## src/rtl/cnn_pkg.sv

```systemverilog
// Shared types and address helpers for the CNN datapath blocks.
package cnn_pkg;

   // Channel streamer sequencing states
   typedef enum logic [2:0] {
      ST_IDLE      = 3'd0,
      ST_WAIT_HOLD = 3'd1,
      ST_PRIME0    = 3'd2,
      ST_PRIME1    = 3'd3,
      ST_STREAM    = 3'd4,
      ST_SWITCH    = 3'd5,
      ST_DONE      = 3'd6
   } strm_state_e;

   // Pixels per channel plane
   function automatic int unsigned npix(input int unsigned rows, input int unsigned cols);
      return rows * cols;
   endfunction

   // Address of pixel 0 of channel c (planes stored back to back)
   function automatic int unsigned chan_base(input int unsigned base, input int unsigned c,
                                             input int unsigned n_pix);
      return base + c * n_pix;
   endfunction

endpackage

```

## src/rtl/rr_channel_select.sv

```systemverilog
// Round-robin pick of the next non-exhausted channel after the active one.
module rr_channel_select #(
   parameter int unsigned N_CHANNELS = 3,
   parameter int unsigned CH_W       = 2
) (
   input  logic [CH_W-1:0]       ch_i,
   input  logic [N_CHANNELS-1:0] exhausted_i,
   output logic [CH_W-1:0]       next_ch_o,
   output logic                  all_done_o
);

   int unsigned idx;
   logic        found;

   // Scan ch+1, ch+2, ... wrapping, ending on ch itself
   always_comb begin
      next_ch_o = ch_i;
      found     = 1'b0;
      idx       = 0;
      for (int unsigned i = 1; i <= N_CHANNELS; i++) begin
         idx = (32'(ch_i) + i) % N_CHANNELS;
         if (!found && !exhausted_i[CH_W'(idx)]) begin
            next_ch_o = CH_W'(idx);
            found     = 1'b1;
         end
      end
      all_done_o = &exhausted_i;
   end

endmodule

```

## src/rtl/image_channel_streamer.sv

```systemverilog
// Streams a multi-channel image from a 1-cycle-latency RAM into the first conv
// core, one channel at a time, rotating channels whenever the core holds off.
module image_channel_streamer
   import cnn_pkg::*;
#(
   parameter int unsigned ADDR_WIDTH = 16,
   parameter int unsigned DATA_WIDTH = 32,
   parameter int unsigned N_ROWS     = 28,
   parameter int unsigned N_COLS     = 28,
   parameter int unsigned N_CHANNELS = 3,
   parameter int unsigned BASE_ADDR  = 0
) (
   input  logic                                  clock_i,
   input  logic                                  reset_ni,
   input  logic                                  enable_i,
   input  logic                                  start_i,
   output logic [ADDR_WIDTH-1:0]                 ram_rdaddress_o,
   input  logic [DATA_WIDTH-1:0]                 ram_data_i,
   input  logic [N_CHANNELS-1:0]                 hold_data_i,
   output logic [N_CHANNELS-1:0][DATA_WIDTH-1:0] data_o,
   output logic [N_CHANNELS-1:0]                 data_valid_o,
   output logic                                  busy_o,
   output logic                                  done_o
);

   localparam int unsigned NPIX  = npix(N_ROWS, N_COLS);
   localparam int unsigned CH_W  = (N_CHANNELS > 1) ? $clog2(N_CHANNELS) : 1;
   localparam int unsigned PTR_W = (NPIX > 1) ? $clog2(NPIX) : 1;
   localparam logic [PTR_W-1:0] PTR_LAST = PTR_W'(NPIX - 1);
   localparam longint unsigned END_ADDR = 64'(BASE_ADDR) + 64'(N_CHANNELS) * 64'(NPIX);

   // The whole image must fit in the RAM address space
   if (END_ADDR >= (64'd1 << ADDR_WIDTH)) begin : g_addr_range_err
      $error("image_channel_streamer: image does not fit in ADDR_WIDTH address space");
   end

   strm_state_e                          state_q;
   logic [CH_W-1:0]                      ch_q;
   logic [N_CHANNELS-1:0][PTR_W-1:0]     ptr_q;
   logic [N_CHANNELS-1:0]                exh_q;
   logic [N_CHANNELS-1:0][DATA_WIDTH-1:0] data_q;
   logic [N_CHANNELS-1:0]                valid_q;
   logic                                 busy_q;
   logic                                 done_q;
   logic [ADDR_WIDTH-1:0]                addr_q;

   logic [ADDR_WIDTH-1:0] chbase;
   logic [ADDR_WIDTH-1:0] addr_d;
   logic [PTR_W-1:0]      cur_ptr;
   logic                  xfer;
   logic [CH_W-1:0]       next_ch;
   logic                  all_done;

   assign cur_ptr = ptr_q[ch_q];
   assign chbase  = ADDR_WIDTH'(chan_base(BASE_ADDR, 32'(ch_q), NPIX));
   assign xfer    = (state_q == ST_STREAM) && valid_q[ch_q] && !hold_data_i[ch_q];

   rr_channel_select #(
      .N_CHANNELS (N_CHANNELS),
      .CH_W       (CH_W)
   ) u_rr_sel (
      .ch_i        (ch_q),
      .exhausted_i (exh_q),
      .next_ch_o   (next_ch),
      .all_done_o  (all_done)
   );

   // Read address: one word ahead of data_o while streaming, two on a transfer
   always_comb begin
      addr_d = chbase + ADDR_WIDTH'(cur_ptr);
      case (state_q)
         ST_PRIME1: addr_d = chbase + ADDR_WIDTH'(cur_ptr) + ADDR_WIDTH'(1);
         ST_STREAM: addr_d = chbase + ADDR_WIDTH'(cur_ptr) + ADDR_WIDTH'(1) + ADDR_WIDTH'(xfer);
         default:   ;
      endcase
   end

   // While disabled the RAM keeps seeing the last issued address
   assign ram_rdaddress_o = enable_i ? addr_d : addr_q;

   // Sequencer, per-channel pointers and registered outputs
   always_ff @(posedge clock_i or negedge reset_ni) begin
      if (!reset_ni) begin
         state_q <= ST_IDLE;
         ch_q    <= '0;
         ptr_q   <= '0;
         exh_q   <= '0;
         data_q  <= '0;
         valid_q <= '0;
         busy_q  <= 1'b0;
         done_q  <= 1'b0;
         addr_q  <= '0;
      end else if (enable_i) begin
         addr_q <= addr_d;
         case (state_q)
            ST_IDLE, ST_DONE: begin
               if (start_i) begin
                  state_q <= ST_WAIT_HOLD;
                  ch_q    <= '0;
                  ptr_q   <= '0;
                  exh_q   <= '0;
                  valid_q <= '0;
                  busy_q  <= 1'b1;
                  done_q  <= 1'b0;
               end
            end
            ST_WAIT_HOLD: begin
               if (!hold_data_i[ch_q]) state_q <= ST_PRIME0;
            end
            ST_PRIME0: state_q <= ST_PRIME1;
            ST_PRIME1: begin
               data_q[ch_q]  <= ram_data_i;
               valid_q[ch_q] <= 1'b1;
               state_q       <= ST_STREAM;
            end
            ST_STREAM: begin
               if (xfer) begin
                  if (cur_ptr != PTR_LAST) begin
                     data_q[ch_q] <= ram_data_i;
                     ptr_q[ch_q]  <= cur_ptr + PTR_W'(1);
                  end else begin
                     exh_q[ch_q]   <= 1'b1;
                     valid_q[ch_q] <= 1'b0;
                     state_q       <= ST_SWITCH;
                  end
               end else begin
                  // Held word stays at ptr and is re-read when the channel returns
                  valid_q[ch_q] <= 1'b0;
                  state_q       <= ST_SWITCH;
               end
            end
            ST_SWITCH: begin
               if (all_done) begin
                  state_q <= ST_DONE;
                  busy_q  <= 1'b0;
                  done_q  <= 1'b1;
               end else begin
                  ch_q    <= next_ch;
                  state_q <= ST_WAIT_HOLD;
               end
            end
            default: state_q <= ST_IDLE;
         endcase
      end
   end

   assign data_o       = data_q;
   assign data_valid_o = valid_q;
   assign busy_o       = busy_q;
   assign done_o       = done_q;

endmodule

```

## config.mk

```make
export PLATFORM = sky130hd
export DESIGN_NAME = image_channel_streamer
export DESIGN_NICKNAME = d
export VERILOG_FILES = /design/src/rtl/cnn_pkg.sv /design/src/rtl/rr_channel_select.sv /design/src/rtl/image_channel_streamer.sv
export SDC_FILE = /design/constraint.sdc
export NUM_CORES = 1
export LEC_CHECK = 0
export ABC_AREA = 1
export BUFFER_PORTS_ARGS = -buffer_cell sky130_fd_sc_hd__buf_4
export CORE_ASPECT_RATIO = 0.7
export CORE_UTILIZATION = 60
export DETAILED_ROUTE_END_ITERATION = 6
export GPL_TIMING_DRIVEN = 0
export PLACE_DENSITY = 0.95
export SYNTH_ARGS = -nofsm -noshare
export SYNTH_HDL_FRONTEND = slang
export SYNTH_SLANG_ARGS = --single-unit
```

## constraint.sdc

```tcl
create_clock -name clock_i -period 7.6 [get_ports clock_i]
set_clock_uncertainty 0.05 [all_clocks]
set_input_delay 1.14 -clock clock_i [delete_from_list [all_inputs] [get_ports clock_i]]
set_output_delay 1.14 -clock clock_i [all_outputs]
set_load 0.02 [all_outputs]
```

==> results of run 1 <==
[where the power goes]
group | total, mW | internal, mW | leakage [nW] | switching, mW
Combinational | 1.84 | 0.632 | 2.57 | 1.21
Clock | 0.849 | 0.463 | 0.275 | 0.386
Sequential | 1.27 | 1.09 | 2.07 | 0.178
Total | 3.96 | 2.18 | 4.91 | 1.78
[tightest hold or removal path: cells and delay by family, from the launching register on]
family	cells	cell delay (ps)
DFF	1	350
and+or+nand+nor	1	50
AOI/OAI and AO/OA	1	50
[cell type report]
class	instances	area share
Buffer	31	0.0184
Sequential cell	155	0.404
Multi-Input combinational cell	594	0.329
Timing Repair Buffer	156	0.124
Clock inverter	14	0.0159
Tap cell	162	0.0211
Clock buffer	18	0.0447
Inverter	110	0.0430
[per-stage QoR]
| step | utilization | power [mW] | std cells | instance area [um2] | hold slack (ps) |
|---|---|---|---|---|---|
| finish | 0.773 | 3.96 | 1240 | 9600 | 434 |
| global route | 0.773 | 4.16 | 1240 | 9600 | 457 |
| CTS | 0.773 | 3.92 | 1240 | 9600 | 442 |
| global placement | 0.724 | 2.95 | 1207 | 8990 | 417 |
| detailed placement | 0.726 | 3.03 | 1208 | 9020 | 424 |
| floorplan | - | 2.32 | 890 | 7620 | 405 |
[logic make-up (layout without fill, tap and decap cells)]
logic type / Yosys count / after routing / share of synthesized area
simple gates: 367 / 367 / 0.220
compound gates: 209 / 209 / 0.166
fa+ha+maj: 12 / 12 / 0.0207
flops: 155 / 155 / 0.509
buf+inv: 141 / 329 / 0.0773
xor+xnor: 6 / 6 / 0.00689
[state kept, by name, summed over array words and instances, names as in the netlist]
register / count
done_o: 1
exh_q: 3
state_q: 3
ch_q: 2
ptr_q: 30
data_o: 96
busy_o: 1
data_valid_o: 3
addr_q: 16
[worst max-delay path by stage]
stage                           to  cells past startpoint  slack (ps)           start
5_1_grt        ram_rdaddress_o[12]                     21        1960         ch_q[1]
2_1_floorplan  ram_rdaddress_o[10]                     16        3100  hold_data_i[1]
3_3_place_gp   ram_rdaddress_o[12]                     20        2620  hold_data_i[1]
6_report       ram_rdaddress_o[12]                     20        2170         ch_q[1]
4_1_cts        ram_rdaddress_o[12]                     20        2280         ch_q[1]
3_5_place_dp   ram_rdaddress_o[12]                     20        2430  hold_data_i[1]
[cell usage in the layout (no fill, tap or decap), types with 6 or more instances in the layout]
cell,Yosys,routed
a21oi_1,15,15
a22o_1,30,30
buf_2,21,21
buf_4,3,157
clkbuf_16,0,17
dfrtp_1,155,155
ha_1,11,11
inv_1,104,104
nand2_1,224,224
nand2_2,11,11
nand2_4,7,7
nand3_1,34,34
nand4_1,8,8
nor2_1,50,50
nor2_2,6,6
nor3_1,8,8
o21ai_0,74,74
o21ai_1,57,57
[routing by layer]
metal | wire length (um) | up-vias
li1 | - | 3280
met1 | 9310 | 3617
met2 | 10900 | 551
met3 | 2660 | 120
met4 | 960 | 0
met5 | 0 | -
==> results.py, run 1 <==
metrics = {
    "critical_path": {
        "rr_endpoint": "addr_q[12]",
        "critPathTopFamily": "simple AND/OR/NAND/NOR gates",
        "required_ps": 6410,
        "worstSetupStartpointType": "flip-flop",
        "cp_cell_sequence": "inv_2 > buf_4 > o21ai_0 > o21ai_2 > ha_1 > fa_1 > nand2_1 > nor2_1 > nand3_1 > nand2_1 > inv_1 > nand3_1 > nor2_2 > nand2_1 > nor2_2 > nand3_1 > nand2_1 > nand2_1 > a21oi_2 > buf_4",
        "cp-end-kind": "output pin",
        "path_buf_inv": 4,
        "worstPathArrival_ps": 4240,
        "critPathMaxFanout": 11,
        "setup.worst_path.class": "reg2out",
        "cp_common_cell": "nand2_1",
        "r2r_start": "ch_q[1]",
        "worst_path_max_delay_cell": "dfrtp_1",
        "rrSetupSlack_ps": 3830,
        "r2r_cells": 19,
        "critPathMaxStageDelay_ps": 510,
    },
    "clock_tree": {
        "post_cts_resized": 0,
        "clkTransAtPathRegs_ps": 70,
        "clk_latency_ps": 440,
        "clockRootBuffer": "clkbuf_16",
        "cts_tree": "yes",
        "cts_buffers": 17,
        "cts.htree.levels": 4,
        "cts_hold_repair.buffers": 0,
        "cts_sinks": 155,
        "post_cts_buffers": 0,
        "max-clock-path-buffers": 2,
    },
    "layout": {
        "syn_to_final_growth_pct": 26.0,
        "drive_above_1_share": 0.245,
        "layout.nets": 1116,
        "fillerInstances": 758,
        "multi_input_area_um2": 3150,
        "regArea_um2": 3880,
        "num_antenna_cells": 0,
    },
    "pwr": {
        "power_density_nw_per_um2": 412,
        "p_leak_nw": 4.91,
        "peakVddDrop_uv": 258,
    },
    "drt": {
        "drt_iter0_drc": 847,
        "antenna_left": 0,
        "finalWirelength_um": 23800,
        "vias": 7568,
        "vias_per_cell": 6.10,
        "wl_per_cell_um": 19.2,
        "drtPass1Iterations": 7,
        "drc_errors": 1,
    },
    "sta": {
        "rsz0062_at_grt": "no",
        "drv_slew": 0,
        "worst_slack_ps": 2170,
        "min_period_ps": 5430,
        "setup-violations-final": 0,
        "tightest_slew_ps": 808,
        "fin_crit_sh": 0.715,
        "maxSlewHeadroom": 0.459,
        "setup_tns_ps": 0,
        "clock.fmax_ghz": 0.184,
        "hold_violations": 0,
    },
    "placed_design": {
        "place_ws_ps": 2430,
        "portBuffers": 155,
        "dp_hpwl_um": 15900,
        "place_congestion": 0.973,
    },
    "synth": {
        "synth_area_leaders": "dfrtp_1 51%, nand2_1 11%, inv_1 5.1%",
        "netlist_instances": 890,
        "yosysMostFrequentCell": "nand2_1",
        "ys_warn_count": 0,
        "syn_area_um2": 7620,
        "syn_nets": 941,
        "netlist_top_cells_count": "224 x nand2_1, 155 x dfrtp_1, 104 x inv_1",
        "synth_top_cell_by_area": "dfrtp_1",
        "syn_area_per_cell_um2": 8.56,
        "synthArstFlopShare": 1.00,
        "yosys_most_used_dff": "dfrtp_1",
        "synth_top_cell_area_share": 0.509,
        "synth-edff-count": 0,
        "ys_seq_area_frac": 0.509,
        "synthDistinctLibCells": 48,
        "ys_ff_latch": 155,
    },
    "die": {
        "dieWidth_um": 137,
        "start_util": 0.614,
        "die_h_um": 96.3,
        "coreArea_um2": 12400,
        "dieArea_um2": 13200,
        "rows": 34,
        "ios": 156,
    },
    "grt": {
        "grtUsageMet2": 0.564,
        "grtUsageTotal": 0.373,
        "grt_pass1_vias": 7301,
        "grt_pass1_wl_um": 36800,
        "antenna_found_initial": 0,
        "grt-busiest-layer": "met2",
        "grt_overflow": 0,
        "grt_max_degree": 91,
        "global_route.usage.met3": 0.118,
        "use_met1": 0.484,
    },
    "min_path": {
        "hold_start": "data_o[75]",
        "min_to": "data_o[75]",
        "hold_path_class": "reg2reg",
        "min_delay_path_depth": 2,
    },
    "outcome": {
        "violations": "DRC",
        "status": "finished with violations",
    },
    "job": {
        "cap_violations": 0,
    },
}
(Power assumes the default switching activity.)
==> run 2: changes to the inputs <==
--- a/config.mk
+++ b/config.mk
@@ -5,13 +5,13 @@
 export SDC_FILE = /design/constraint.sdc
 export NUM_CORES = 1
 export LEC_CHECK = 0
-export ABC_AREA = 1
+export ABC_AREA = 0
 export BUFFER_PORTS_ARGS = -buffer_cell sky130_fd_sc_hd__buf_4
 export CORE_ASPECT_RATIO = 0.7
-export CORE_UTILIZATION = 60
+export CORE_UTILIZATION = 50
 export DETAILED_ROUTE_END_ITERATION = 6
 export GPL_TIMING_DRIVEN = 0
-export PLACE_DENSITY = 0.95
+export PLACE_DENSITY = 0.86
 export SYNTH_ARGS = -nofsm -noshare
 export SYNTH_HDL_FRONTEND = slang
 export SYNTH_SLANG_ARGS = --single-unit
==> constraint.sdc (replaced) <==
create_clock -name clock_i -period 4.6 [get_ports clock_i]
set_clock_uncertainty 0.05 [all_clocks]
set_input_delay 0.69 -clock clock_i [delete_from_list [all_inputs] [get_ports clock_i]]
set_output_delay 0.69 -clock clock_i [all_outputs]
set_load 0.02 [all_outputs]
==> run 2 against run 1 <==
The flow finishes with violations (setup timing); die area rose by 22%; critical path depth decreased by 4; synthesized cell count shrank 26%; combinational power up 55%; design area increased by 13%; clock power grew 66%; first-iteration DRC count shrank 16%; cell count fell by 9.8%; non-clock buffer count rose by 78; sequential share of layout area decreased by 4.7 points; synthesized area up 1.8%; via count is 9.2% lower; largest power group unchanged.
==> results.py, run 2 <==
metrics = {
    "pwr": {
        "p_leak_nw": 5.09,
        "peakVddDrop_uv": 371,
        "power_density_nw_per_um2": 582,
    },
    "sta": {
        "fin_crit_sh": 1.06,
        "maxSlewHeadroom": 0.396,
        "worst_slack_ps": -273,
        "rsz0062_at_grt": "yes",
        "min_period_ps": 4870,
        "tightest_slew_ps": 903,
        "hold_violations": 0,
        "fin_hold_ws_ps": 191,
        "clock.fmax_ghz": 0.205,
        "setup-violations-final": 8,
        "drv_slew": 0,
    },
    "outcome": {
        "status": "finished with violations",
        "violations": "setup timing",
    },
    "layout": {
        "layout_commonest_cell": "buf_4",
        "final_cells": 1119,
        "largest_reg_flops": 96,
        "num_antenna_cells": 0,
        "layout_common_cells": "220 x buf_4, 153 x dfrtp_1, 88 x mux2_2, 37 x nor2_1, 35 x nand2_1",
        "fillerInstances": 928,
        "layout.nets": 962,
        "syn_to_final_growth_pct": 40.0,
        "drive_above_1_share": 0.478,
    },
    "critical_path": {
        "path_depth": 16,
        "startpoint": "ch_q[1]",
        "critPathMaxFanout": 5,
        "rrSetupSlack_ps": -250,
        "cp_cell_sequence": "buf_8 > buf_12 > mux2i_4 > o2bb2ai_4 > ha_4 > fa_2 > nand3_2 > nor3_4 > nand4_1 > and4_4 > nor4_4 > buf_4 > buf_6 > a31oi_4 > o21a_1 > buf_6",
        "critPathMaxStageDelay_ps": 590,
        "worstSetupStartpointType": "flip-flop",
        "r2r_cells": 24,
        "setup.worst_path.class": "reg2out",
        "worstPathArrival_ps": 4130,
        "required_ps": 3860,
        "critPathTopFamily": "simple AND/OR/NAND/NOR gates",
        "r2r_start": "ch_q[1]",
        "path_buf_inv": 5,
        "rr_endpoint": "addr_q[11]",
        "cp_common_cell": "buf_6",
        "worst_path_max_delay_cell": "fa_2",
        "crit_end": "ram_rdaddress_o[9]",
        "cp-end-kind": "output pin",
    },
    "synth": {
        "netlist_instances": 662,
        "synth-edff-count": 0,
        "synth_top_cell_area_share": 0.500,
        "syn_area_um2": 7760,
        "syn_area_per_cell_um2": 11.7,
        "synthArstFlopShare": 1.00,
        "synthDistinctLibCells": 74,
        "yosysMostFrequentCell": "dfrtp_1",
        "synth_top_cell_by_area": "dfrtp_1",
        "ys_warn_count": 0,
        "syn_nets": 713,
        "synth_area_leaders": "dfrtp_1 50%, mux2_2 13%, a22o_1 3.6%",
        "yosys_most_used_dff": "dfrtp_1",
        "netlist_top_cells_count": "155 x dfrtp_1, 88 x mux2_2, 38 x nor2_1",
        "ys_seq_area_frac": 0.500,
        "ys_ff_latch": 155,
    },
    "drt": {
        "drc_errors": 0,
        "vias_per_cell": 6.14,
        "antenna_left": 0,
        "vias": 6870,
        "drtPass1Iterations": 7,
        "finalWirelength_um": 23700,
        "wl_per_cell_um": 21.2,
        "drt_iter0_drc": 708,
    },
    "die": {
        "dieWidth_um": 151,
        "dieArea_um2": 16000,
        "ios": 156,
        "die_h_um": 106,
        "coreArea_um2": 14900,
        "start_util": 0.520,
        "rows": 37,
    },
    "placed_design": {
        "place_congestion": 0.900,
        "portBuffers": 155,
        "dp.cells": 1013,
        "dp_hpwl_um": 14400,
    },
    "clock_tree": {
        "cts_buffers": 17,
        "cts_sinks": 155,
        "clockRootBuffer": "clkbuf_16",
        "cts_tree": "yes",
        "max-clock-path-buffers": 2,
        "cts_hold_repair.buffers": 0,
        "clk_latency_ps": 430,
        "cts.htree.levels": 4,
        "clkTransAtPathRegs_ps": 70,
    },
    "grt": {
        "grt_overflow": 0,
        "grtUsageTotal": 0.285,
        "grt_max_degree": 88,
        "antenna_found_initial": 0,
        "grt_pass1_wl_um": 35200,
        "grt_pass1_vias": 6745,
    },
    "job": {
        "cap_violations": 0,
    },
    "min_path": {
        "hold_path_class": "in2async",
    },
}
[run 2: cell types whose count changed after synthesis, sizes merged, moves of 12 or more]
| cell | before | now |
|---|---|---|
| a21oi | 18 | 31 |
| nor2 | 60 | 38 |
| nand2 | 242 | 37 |
| inv | 109 | 17 |
| o21ai | 136 | 16 |
| clkbuf | 4 | 16 |
| mux2i | 0 | 12 |
| mux2 | 0 | 100 |
| nand3 | 40 | 18 |
| xnor2 | 2 | 20 |
[run 2: worst reg2reg max path, stage by stage, from the launching register on]
cell and delay (ps):
dfrtp_2 410, buf_8 130, buf_12 120, mux2i_4 240
o2bb2ai_4 90, ha_4 180, fa_2 590, nand3_2 110
nor3_4 250, nand4_1 260, and4_4 310, nor4_4 270
buf_4 200, a311o_1 170, o211ai_1 110, buf_4 160
buf_4 120, buf_4 120, buf_4 120, buf_4 120
buf_4 120, buf_4 120, buf_4 130, buf_4 120
buf_4 120
[run 2: metrics by stage]
stage	utilization	worst slack [ps]	area (um2)	TNS [ps]	power, mW
after global placement	0.615	-614	9170	-3030	4.43
final	0.728	-273	10900	-1690	6.32
after CTS	0.706	-169	10500	-894	6.13
after floorplan	-	59.3	7760	0	3.48
after global routing	0.728	-384	10900	-2780	6.57
after detailed placement	0.617	-591	9200	-2970	4.51
[run 2: how the worst min path moves through the flow]
stage | cells past startpoint | from | endpoint
after floorplan | 0 | reset_ni | addr_q[0]
after global placement | 1 | data_o[74] | data_o[74]
after detailed placement | 1 | data_o[48] | data_o[48]
after CTS | 1 | reset_ni | ptr_q[20]
after global routing | 1 | reset_ni | ptr_q[20]
final | 1 | reset_ni | ptr_q[20]
[run 2: logic make-up after synthesis]
logic type               share of synthesized area
AND/OR/NAND/NOR                              0.111
flip-flops                                   0.500
AO/OA/AOI/OAI                                0.148
multiplexers                                 0.162
buffers and inverters                       0.0321
XOR/XNOR                                    0.0269
adder cells (fa/ha/maj)                     0.0203
[run 2: layer usage]
| metal | wire length (um) | GRT usage |
|---|---|---|
| met1 | 9610 | 0.388 |
| met4 | 649 | 0.0907 |
| met2 | 11100 | 0.439 |
| met5 | 0 | 0 |
| met3 | 2280 | 0.0807 |
[run 2: cell type report]
| type | count | area (um2) | share of cell area |
|---|---|---|---|
| sequential | 155 | 3880 | 0.357 |
| inverter | 17 | 63.8 | 0.00588 |
| clock buffer | 17 | 425 | 0.0392 |
| clock inverter | 15 | 174 | 0.0160 |
| tap | 195 | 244 | 0.0225 |
| buffer | 34 | 211 | 0.0195 |
| multi-input combinational | 455 | 4050 | 0.373 |
| timing repair buffer | 231 | 1810 | 0.167 |
[run 2: timing repair]
item / CTS / global route
resized for setup: 54 / 38
setup buffers: 59 / 16
endpoints found under the setup margin: 10 / 11
pin swaps: 23 / 22
[run 2: where the power goes]
| group | total [mW] | leakage (nW) | internal [mW] | switching (mW) |
|---|---|---|---|---|
| sequential | 2.05 | 2.02 | 1.79 | 0.263 |
| combinational | 2.86 | 2.79 | 1.31 | 1.55 |
| clock | 1.41 | 0.285 | 0.731 | 0.676 |
| total | 6.32 | 5.09 | 3.83 | 2.49 |
==> run 3: changes to the inputs <==
--- a/config.mk
+++ b/config.mk
@@ -7,7 +7,6 @@
 export LEC_CHECK = 0
 export ABC_AREA = 0
 export BUFFER_PORTS_ARGS = -buffer_cell sky130_fd_sc_hd__buf_4
-export CORE_ASPECT_RATIO = 0.7
 export CORE_UTILIZATION = 50
 export DETAILED_ROUTE_END_ITERATION = 6
 export GPL_TIMING_DRIVEN = 0
==> constraint.sdc (replaced) <==
create_clock -name clock_i -period 4.6 [get_ports clock_i]
set_clock_uncertainty 0.05 [all_clocks]
set_input_delay 0.46 -clock clock_i [delete_from_list [all_inputs] [get_ports clock_i]]
set_output_delay 0.46 -clock clock_i [all_outputs]
set_load 0.02 [all_outputs]
==> run 3 against run 2 <==
The run ends with DRC, setup timing left; global-route usage down 1.3 points; non-clock buffer count fell by 39; fmax rose by 4.1%; combinational power down 7.3%; critical path type unchanged.
==> results.py, run 3 (synthesized netlist as in run 2, its figures left out) <==
metrics = {
    "grt": {
        "grt_max_degree": 79,
        "grt_overflow": 0,
        "antenna_found_initial": 0,
        "grt_pass1_vias": 6469,
        "grt_pass1_wl_um": 33800,
        "grtUsageTotal": 0.272,
    },
    "clock_tree": {
        "cts_hold_repair.buffers": 0,
        "clk_latency_ps": 440,
        "cts_sinks": 155,
        "clockRootBuffer": "clkbuf_16",
        "cts_tree": "yes",
        "cts_buffers": 17,
        "max-clock-path-buffers": 2,
        "clkTransAtPathRegs_ps": 70,
        "cts.htree.levels": 4,
    },
    "sta": {
        "hold_violations": 0,
        "drv_slew": 0,
        "worst_slack_ps": -79.4,
        "tightest_slew_ps": 899,
        "rsz0062_at_grt": "yes",
        "setup-violations-final": 3,
        "min_period_ps": 4680,
        "maxSlewHeadroom": 0.398,
        "fin_crit_sh": 1.02,
        "clock.fmax_ghz": 0.214,
    },
    "critical_path": {
        "cp_common_cell": "buf_4",
        "cp-end-kind": "output pin",
        "critPathMaxFanout": 7,
        "required_ps": 4090,
        "worstPathArrival_ps": 4170,
        "setup.worst_path.class": "reg2out",
        "worst_path_max_delay_cell": "fa_2",
        "worstSetupStartpointType": "flip-flop",
        "cp_cell_sequence": "buf_8 > buf_12 > mux2i_4 > o2bb2ai_4 > ha_4 > fa_2 > nand3_1 > nor3_2 > nand4_1 > a31oi_1 > nor4_2 > buf_4 > a311o_1 > o211ai_1 > buf_4",
        "critPathMaxStageDelay_ps": 570,
    },
    "pwr": {
        "power_frac_seq": 0.335,
        "intPower_mw": 3.71,
        "power_frac_comb": 0.433,
        "p_leak_nw": 4.86,
        "swShare": 0.394,
        "power_density_nw_per_um2": 589,
        "pwr-share-clk": 0.232,
        "power_mw": 6.11,
        "peakVddDrop_uv": 410,
        "power.switching_mw": 2.41,
    },
    "drt": {
        "drc_errors": 37,
        "drtPass1Iterations": 7,
        "wl_per_cell_um": 20.6,
        "finalWirelength_um": 22100,
        "antenna_left": 0,
        "vias": 6544,
        "vias_per_cell": 6.10,
        "drt_iter0_drc": 710,
    },
    "die": {
        "rows": 45,
        "start_util": 0.512,
        "ios": 156,
        "dieArea_um2": 16000,
        "dieWidth_um": 127,
        "die_h_um": 127,
        "coreArea_um2": 15100,
    },
    "layout": {
        "drive_above_1_share": 0.432,
        "layout_common_cells": "189 x buf_4, 153 x dfrtp_1, 88 x mux2_2, 38 x nor2_1, 35 x nand2_1",
        "num_antenna_cells": 0,
        "syn_to_final_growth_pct": 33.9,
        "largest_reg_flops": 96,
        "final_cells": 1073,
        "layout_commonest_cell": "buf_4",
        "layout.nets": 923,
    },
    "placed_design": {
        "dp.cells": 1006,
        "place_congestion": 0.913,
        "dp_hpwl_um": 14000,
        "place_ws_ps": -288,
        "portBuffers": 155,
    },
    "job": {
        "cap_violations": 0,
    },
    "outcome": {
        "violations": "DRC, setup timing",
        "status": "finished with violations",
    },
    "min_path": {
        "hold_path_class": "in2async",
    },
}
-- run 3: changes by cell type in the layout (fill, tap and decap cells not counted), sizes merged --
cell | previous run | this run
inv | 24 | 23
buf | 249 | 211
clkinv | 6 | 8
clkbuf | 33 | 32
clkinvlp | 2 | 1
-- run 3: power groups by stage --
stage                     Combinational [mW]  Clock (mW)  Sequential, mW
final                                   2.65        1.42            2.05
after global routing                    2.79        1.49            2.09
after CTS                               2.57        1.44            2.04
after detailed placement                2.45           0            2.06
after global placement                  2.40           0            2.03
after floorplan                        0.988           0            2.50
-- run 3: critical path: cells and delay by family, from the launching register on --
| kind | cells | cell delay (ps) |
|---|---|---|
| buf+inv | 4 | 610 |
| simple gates | 4 | 760 |
| flops | 1 | 400 |
| mux | 1 | 260 |
| fa+ha+maj | 2 | 750 |
| compound gates | 4 | 940 |
-- run 3: through the flow --
stage / setup TNS, ps / cell area [um2] / hold slack [ps] / utilization
detailed placement: -1010 / 9190 / 433 / 0.607
floorplan: 0 / 7760 / 114 / -
global route: -705 / 10400 / 72.1 / 0.686
global placement: -703 / 9160 / 426 / 0.605
CTS: -13.3 / 10200 / 18.2 / 0.672
finish: -158 / 10400 / 1.56 / 0.686
-- run 3: final cells by class --
cell class / count / area, um2
Fill cell: 995 / 4760
Multi-Input combinational cell: 455 / 3910
Sequential cell: 155 / 3880
Timing Repair Buffer: 192 / 1470
Clock buffer: 17 / 425
Tap cell: 188 / 235
Buffer: 34 / 208
Clock inverter: 15 / 193
Inverter: 17 / 63.8
-- run 3: layer usage --
layer | GRT usage | up-vias | wire, um
met4 | 0.108 | 0 | 751
met5 | 0 | - | 0
li1 | - | 2869 | -
met2 | 0.459 | 370 | 11100
met1 | 0.332 | 3222 | 8490
met3 | 0.0755 | 83 | 1820
-- run 3: path summary, 6_finish.rpt --
path / start / endpoint / slack, ps / cells after the start
min reg2reg: data_o[53] / data_o[53] / 450 / 1
max reg2reg: ch_q[1] / addr_q[11] / 880 / 14
max in group asynchronous: reset_ni / ch_q[0] / 3680 / 2
min in group clock_i: ram_data_i[10] / data_o[74] / 200 / 2
min: reset_ni / data_o[50] / 2 / 1
max: ch_q[1] / ram_rdaddress_o[11] / -80 / 15
-- run 3: what timing repair did --
item	4_1_cts	5_1_grt
endpoints found under the setup margin	10	8
setup buffers	24	12
pin swaps	15	11
gates resized for setup	37	21
